<file path="config.mk">
export PLATFORM = sky130hd
export DESIGN_NAME = note_store_player
export DESIGN_NICKNAME = d
export VERILOG_FILES = /design/src/rtl/note_store_player.sv
export SDC_FILE = /design/constraint.sdc
export NUM_CORES = 1
export LEC_CHECK = 0
export CAP_MARGIN = 5
export CORE_MARGIN = 3
export CORE_UTILIZATION = 50
export DETAILED_ROUTE_END_ITERATION = 6
export PLACE_DENSITY = 0.7
export SYNTH_ARGS = -nofsm -noshare
export SYNTH_HDL_FRONTEND = slang
export SYNTH_SLANG_ARGS = --single-unit
</file>
<file path="constraint.sdc">
create_clock -name clk -period 2.55 [get_ports clk]
set_input_delay 0.51 -clock clk [delete_from_list [all_inputs] [get_ports clk]]
set_output_delay 0.51 -clock clk [all_outputs]
set_load 0.01 [all_outputs]
</file>
<file path="src/rtl/note_store_player.sv">
`default_nettype none
// ============================================================================
// note_store_player: song buffer that stores notes, paces inserts with a settle
// delay and plays the song back at a fixed note duration.
// Optional silent gap between notes: define COMPOSER_REST_GAP_EN.
// Revision: 1.0
// ============================================================================
module note_store_player #(
  parameter int DEPTH       = 16,
  parameter int NOTE_W      = 4,
  parameter int NOTE_CYCLES = 25_000_000,
  parameter int INS_CYCLES  = 12_500_000,
  parameter int GAP_CYCLES  = 2_500_000
) (
  input  logic                     clk,
  input  logic                     reset,
  input  logic                     insert_en,
  input  logic                     delete_en,
  input  logic                     play_en,
  input  logic [NOTE_W-1:0]        note_in,
  output logic                     is_full,
  output logic                     is_empty,
  output logic [$clog2(DEPTH):0]   count,
  output logic                     insert_delay_done,
  output logic                     play_done,
  output logic [NOTE_W-1:0]        note_out,
  output logic                     note_valid,
  output logic                     busy
);

  localparam int CW     = $clog2(DEPTH) + 1;
  localparam int IW     = $clog2(DEPTH);
  localparam int MAX_NI = (NOTE_CYCLES > INS_CYCLES) ? NOTE_CYCLES : INS_CYCLES;
  localparam int MAXC   = (MAX_NI > GAP_CYCLES) ? MAX_NI : GAP_CYCLES;
  localparam int TW     = $clog2(MAXC) + 1;

  localparam logic [CW-1:0] c_full      = CW'(DEPTH);
  localparam logic [TW-1:0] c_note_load = TW'(NOTE_CYCLES - 1);
  localparam logic [TW-1:0] c_ins_load  = TW'(INS_CYCLES - 1);
`ifdef COMPOSER_REST_GAP_EN
  localparam logic [TW-1:0] c_gap_load  = TW'(GAP_CYCLES - 1);
`endif

  localparam logic [1:0] S_IDLE      = 2'd0;
  localparam logic [1:0] S_INS_WAIT  = 2'd1;
  localparam logic [1:0] S_PLAY_NOTE = 2'd2;
`ifdef COMPOSER_REST_GAP_EN
  localparam logic [1:0] S_PLAY_GAP  = 2'd3;
`endif

  logic [1:0]        r_state, w_state_next;
  logic              r_insert_q, r_delete_q, r_play_q;
  logic              w_ins_req, w_del_req, w_play_req;
  logic [NOTE_W-1:0] r_mem [DEPTH];
  logic [CW-1:0]     r_count, w_count_next;
  logic [IW-1:0]     r_idx, w_idx_next, w_idx_inc;
  logic [TW-1:0]     r_timer, w_timer_next;
  logic              w_mem_we, w_last;
  logic              r_is_full, r_is_empty, r_busy;
  logic              r_ins_done, w_ins_done_next;
  logic              r_play_done, w_play_done_next;
  logic [NOTE_W-1:0] r_note_out, w_note_next;
  logic              r_note_valid, w_valid_next;

  assign w_ins_req  = insert_en & ~r_insert_q;
  assign w_del_req  = delete_en & ~r_delete_q;
  assign w_play_req = play_en   & ~r_play_q;
  assign w_last     = ({1'b0, r_idx} == (r_count - CW'(1)));
  assign w_idx_inc  = r_idx + IW'(1);

  always_ff @(posedge clk) begin
    if (reset) r_state <= S_IDLE;
    else       r_state <= w_state_next;
  end

  always_comb begin
    w_state_next = r_state;
    case (r_state)
      S_IDLE: begin
        if (w_del_req)                               w_state_next = S_IDLE;
        else if (w_ins_req)                          w_state_next = S_INS_WAIT;
        else if (w_play_req && (r_count != '0))      w_state_next = S_PLAY_NOTE;
      end
      S_INS_WAIT:
        if (r_timer == '0) w_state_next = S_IDLE;
      S_PLAY_NOTE:
        if (r_timer == '0) begin
          if (w_last) w_state_next = S_IDLE;
`ifdef COMPOSER_REST_GAP_EN
          else        w_state_next = S_PLAY_GAP;
`else
          else        w_state_next = S_PLAY_NOTE;
`endif
        end
`ifdef COMPOSER_REST_GAP_EN
      S_PLAY_GAP:
        if (r_timer == '0) w_state_next = S_PLAY_NOTE;
`endif
      default: w_state_next = S_IDLE;
    endcase
  end

  // Next values of every registered output and of the datapath registers.
  always_comb begin
    w_count_next     = r_count;
    w_idx_next       = r_idx;
    w_timer_next     = r_timer;
    w_mem_we         = 1'b0;
    w_ins_done_next  = 1'b0;
    w_play_done_next = 1'b0;
    w_note_next      = '0;
    w_valid_next     = 1'b0;
    case (r_state)
      S_IDLE: begin
        if (w_del_req) begin
          if (r_count != '0) w_count_next = r_count - CW'(1);
        end else if (w_ins_req) begin
          w_timer_next = c_ins_load;
          if (!r_is_full) begin
            w_mem_we     = 1'b1;
            w_count_next = r_count + CW'(1);
          end
        end else if (w_play_req) begin
          if (r_count != '0) begin
            w_idx_next   = '0;
            w_timer_next = c_note_load;
            w_note_next  = r_mem[0];
            w_valid_next = 1'b1;
          end else begin
            w_play_done_next = 1'b1;
          end
        end
      end
      S_INS_WAIT: begin
        if (r_timer == '0) w_ins_done_next = 1'b1;
        else               w_timer_next    = r_timer - TW'(1);
      end
      S_PLAY_NOTE: begin
        if (r_timer == '0) begin
          if (w_last) begin
            w_play_done_next = 1'b1;
          end else begin
`ifdef COMPOSER_REST_GAP_EN
            w_timer_next = c_gap_load;
`else
            w_idx_next   = w_idx_inc;
            w_timer_next = c_note_load;
            w_note_next  = r_mem[w_idx_inc];
            w_valid_next = 1'b1;
`endif
          end
        end else begin
          w_timer_next = r_timer - TW'(1);
          w_note_next  = r_mem[r_idx];
          w_valid_next = 1'b1;
        end
      end
`ifdef COMPOSER_REST_GAP_EN
      S_PLAY_GAP: begin
        if (r_timer == '0) begin
          w_idx_next   = w_idx_inc;
          w_timer_next = c_note_load;
          w_note_next  = r_mem[w_idx_inc];
          w_valid_next = 1'b1;
        end else begin
          w_timer_next = r_timer - TW'(1);
        end
      end
`endif
      default: ;
    endcase
  end

  always_ff @(posedge clk) begin
    if (reset) begin
      r_insert_q   <= 1'b0;
      r_delete_q   <= 1'b0;
      r_play_q     <= 1'b0;
      r_count      <= '0;
      r_idx        <= '0;
      r_timer      <= '0;
      r_is_full    <= 1'b0;
      r_is_empty   <= 1'b1;
      r_busy       <= 1'b0;
      r_ins_done   <= 1'b0;
      r_play_done  <= 1'b0;
      r_note_out   <= '0;
      r_note_valid <= 1'b0;
    end else begin
      r_insert_q   <= insert_en;
      r_delete_q   <= delete_en;
      r_play_q     <= play_en;
      r_count      <= w_count_next;
      r_idx        <= w_idx_next;
      r_timer      <= w_timer_next;
      r_is_full    <= (w_count_next == c_full);
      r_is_empty   <= (w_count_next == '0);
      r_busy       <= (w_state_next != S_IDLE);
      r_ins_done   <= w_ins_done_next;
      r_play_done  <= w_play_done_next;
      r_note_out   <= w_note_next;
      r_note_valid <= w_valid_next;
    end
  end

  // Song memory is not reset; slots above count are never read.
  always_ff @(posedge clk) begin
    if (!reset && w_mem_we) r_mem[r_count[IW-1:0]] <= note_in;
  end

  assign is_full           = r_is_full;
  assign is_empty          = r_is_empty;
  assign count             = r_count;
  assign insert_delay_done = r_ins_done;
  assign play_done         = r_play_done;
  assign note_out          = r_note_out;
  assign note_valid        = r_note_valid;
  assign busy              = r_busy;

endmodule
`default_nettype wire

</file>
==> reports/qor.txt <==
status: completed
Final Max Tran Viols: 0
Post-DRT Antenna Nets: 0
Power Density: 815 nW/um^2
Worst-Margin Slew: 0.998 ns
Seq cells post-synth: 118
Sum Neg Setup Slack: 0 ns
Syn. warnings: 0
fin crit period: 2.39 ns
Post-synth top cells: edfxtp_1, dfxtp_1, nor2_1, mux4_2, a21oi_1
hold depth: 2
syn_nets: 577
met2 Use GR: 36.3%
leakage power: 2.50 nW
Initial Util: 51.5%
Max-cap violations: 0
grt met3 use: 5.57%
Worst setup SP type: register
GRT busiest layer: met2
DR iter-0 viols: 639
Sink Count: 118
worst r2r path cells: 7
Synth area leaders: edfxtp_1, dfxtp_1, mux4_2
Mapped Cells: 557
crit path max fanout: 8
# hold bufs at CTS: 0
clk buf depth: 2
R2R setup slack: 0.16 ns
Distinct cells, synth: 62
grt ovf: 0
top-area cell type share of the netlist area: 30.8%
worst r2r dst: r_timer[20]
Worst Min Path Start: reset
DPL Wire Length: 11.2 mm
Final Hold Vio Count: 0
fmax: 0.418 GHz
Tcrit/Tclk final: 93.7%
CTS root buf: clkbuf_16
Critical Path RT: 2.90 ns
Synth Area in Compound Gates: 13.9%
FP Rows: 40
Arr. time, crit path: 2.74 ns
Routed WL: 16.0 mm
antenna diode count: 0
Core Area: 12,100 sq um
final core occ: 61.3%
Max-slew headroom: 32.8%
Die Span Y: 118 um
Post-Synth XOR/XNOR Area: 1.26%
worst hold slack: 0.401 ns
Buffers on Ports: 23
critical path class: register to register
asr flop ratio synth: 0%
post-route setup slack: 0.160 ns
IO Count: 24
vias in the first global route: 4,777
RePlAce Congestion: 0.910
Vias: 5,054
Die Wd: 118 um
hold crit path type: primary input to register
Post-Syn Area per Cell: 11.2 sq um
post-synth top area cell: edfxtp_1
layout cells sized above 1: 20.3%
drt wl/cell: 20.2 um
Post-synth EDFFs: 64
Hold EP: r_idx[0]
CTS tree: yes
Via density: 6.37
Worst-Skew Late Latency: 0.42 ns
Num CTS Buffers: 17
most common cell in the netlist: edfxtp_1
largest net degree at the start of global routing: 46
DP Worst Slack: -0.128 ns
first-pass GRT wire length: 25.8 mm
die footprint: 13,800 sq um
initial antenna violation count: 0
Final nets: 632
main combinational cell family by area after synthesis: simple AND/OR/NAND/NOR gates
number of fill cells: 989
register clock-pin slew on the reported worst setup and hold paths: 0.06 ns
GRT Util Overall: 23.8%
Post-synth top flop: edfxtp_1
DRC viols: 0
mux cell area share after synthesis: 13.6%
Multi-input gate area: 3040 sq um
simple-gate share of the synthesized area: 17.6%
endpoint class of the critical path: register
CTS H-tree lvls: 4
adder-cell share of the synthesized area: 2.21%
Synth Cell Area: 6240 sq um
final setup fails: 0
Layout area overhead: 19.0%
grt met1 use: 33.5%
clock skew: 0.00852 ns
RSZ-0062 raised after global routing: false
maximum VDD drop: 0.709 mV
Seq/Total Area, Yosys: 48.2%
register area: 3000 sq um
Worst R2R Start: r_timer[17]
Detailed Routing Iterations Pass 1: 7
==> cells by family after synthesis <==
group                    Yosys count
multiplexers                      40
flip-flops                       118
AND/OR/NAND/NOR                  199
XOR/XNOR                           9
buffers and inverters             46
adder cells (fa/ha/maj)           11
AO/OA/AOI/OAI                    134
==> cell type report <==
class / count / share of cell area (%)
clock buffer: 18 / 5.79
clock inverter: 14 / 1.57
inverter: 14 / 0.708
multi-input combinational: 393 / 41.0
sequential: 118 / 40.5
tap: 168 / 2.83
timing repair buffer: 68 / 7.64
==> power by group <==
group | internal [W] | switching [W] | total (W) | leakage [nW]
clock network | 0.00126 | 0.000928 | 0.00219 | 0.263
logic | 0.000646 | 0.000926 | 0.00157 | 1.22
registers | 0.00214 | 0.000145 | 0.00228 | 1.02
total | 0.00405 | 0.00200 | 0.00605 | 2.50
==> stage by stage <==
step / std cells / instance area, sq um / power [W]
floorplan: 557 / 6240 / 0.00329
global placement: 759 / 6850 / 0.00382
detailed placement: 759 / 6850 / 0.00384
finish: 793 / 7420 / 0.00605
global route: 793 / 7420 / 0.00635
CTS: 791 / 7390 / 0.00604
==> worst max path at each step <==
| stage | from | endpoint | cells after the start |
|---|---|---|---|
| after floorplan | r_idx[1] | note_out[0] | 6 |
| after global placement | delete_en | r_mem[3][0] | 8 |
| after detailed placement | delete_en | r_mem[3][2] | 8 |
| after CTS | count[0] | r_timer[9] | 9 |
| after global routing | r_timer[1] | r_timer[20] | 8 |
| final | r_timer[17] | r_timer[20] | 7 |
==> state kept, by name, indices dropped and copies added (netlist names), 2 cells and up, named ones only <==
signal    count
note_out      4
r_idx         4
r_state       2
count         5
r_timer      26
r_mem        64
==> layer usage <==
metal	vias up	share of wire [%]
met3	30	9.0
li1	2283	-
met1	2453	42
met4	0	2.1
met5	-	0
met2	288	47
==> worst max-delay path: stages (launching register included) <==
cell	delay (ns)
dfxtp_1	0.36
nor4_1	0.38
and4_1	0.46
nand4_1	0.36
buf_4	0.27
nand2_1	0.19
o21ai_0	0.15
a21oi_1	0.15
==> placed cells by master (no fill, tap or decap), types with 6 or more instances in the layout <==
cell type,instances
a211oi_1,16
a21oi_1,35
a31oi_1,7
buf_4,44
clkbuf_16,17
clkdlybuf4s50_1,22
dfxtp_1,54
edfxtp_1,64
ha_1,10
inv_1,14
inv_6,7
mux4_2,36
nand2_1,27
nand2b_1,11
nand3_1,12
nand4_1,6
nor2_1,52
nor2b_1,17
nor3_1,25
nor3b_1,8
nor4_1,8
o21ai_0,29
o21ai_1,11
==> what timing repair did <==
item                                    CTS  global route
setup buffers                             0             2
gates resized for setup                   0             3
endpoints found under the setup margin    0            25
(Power assumes the default switching activity.)
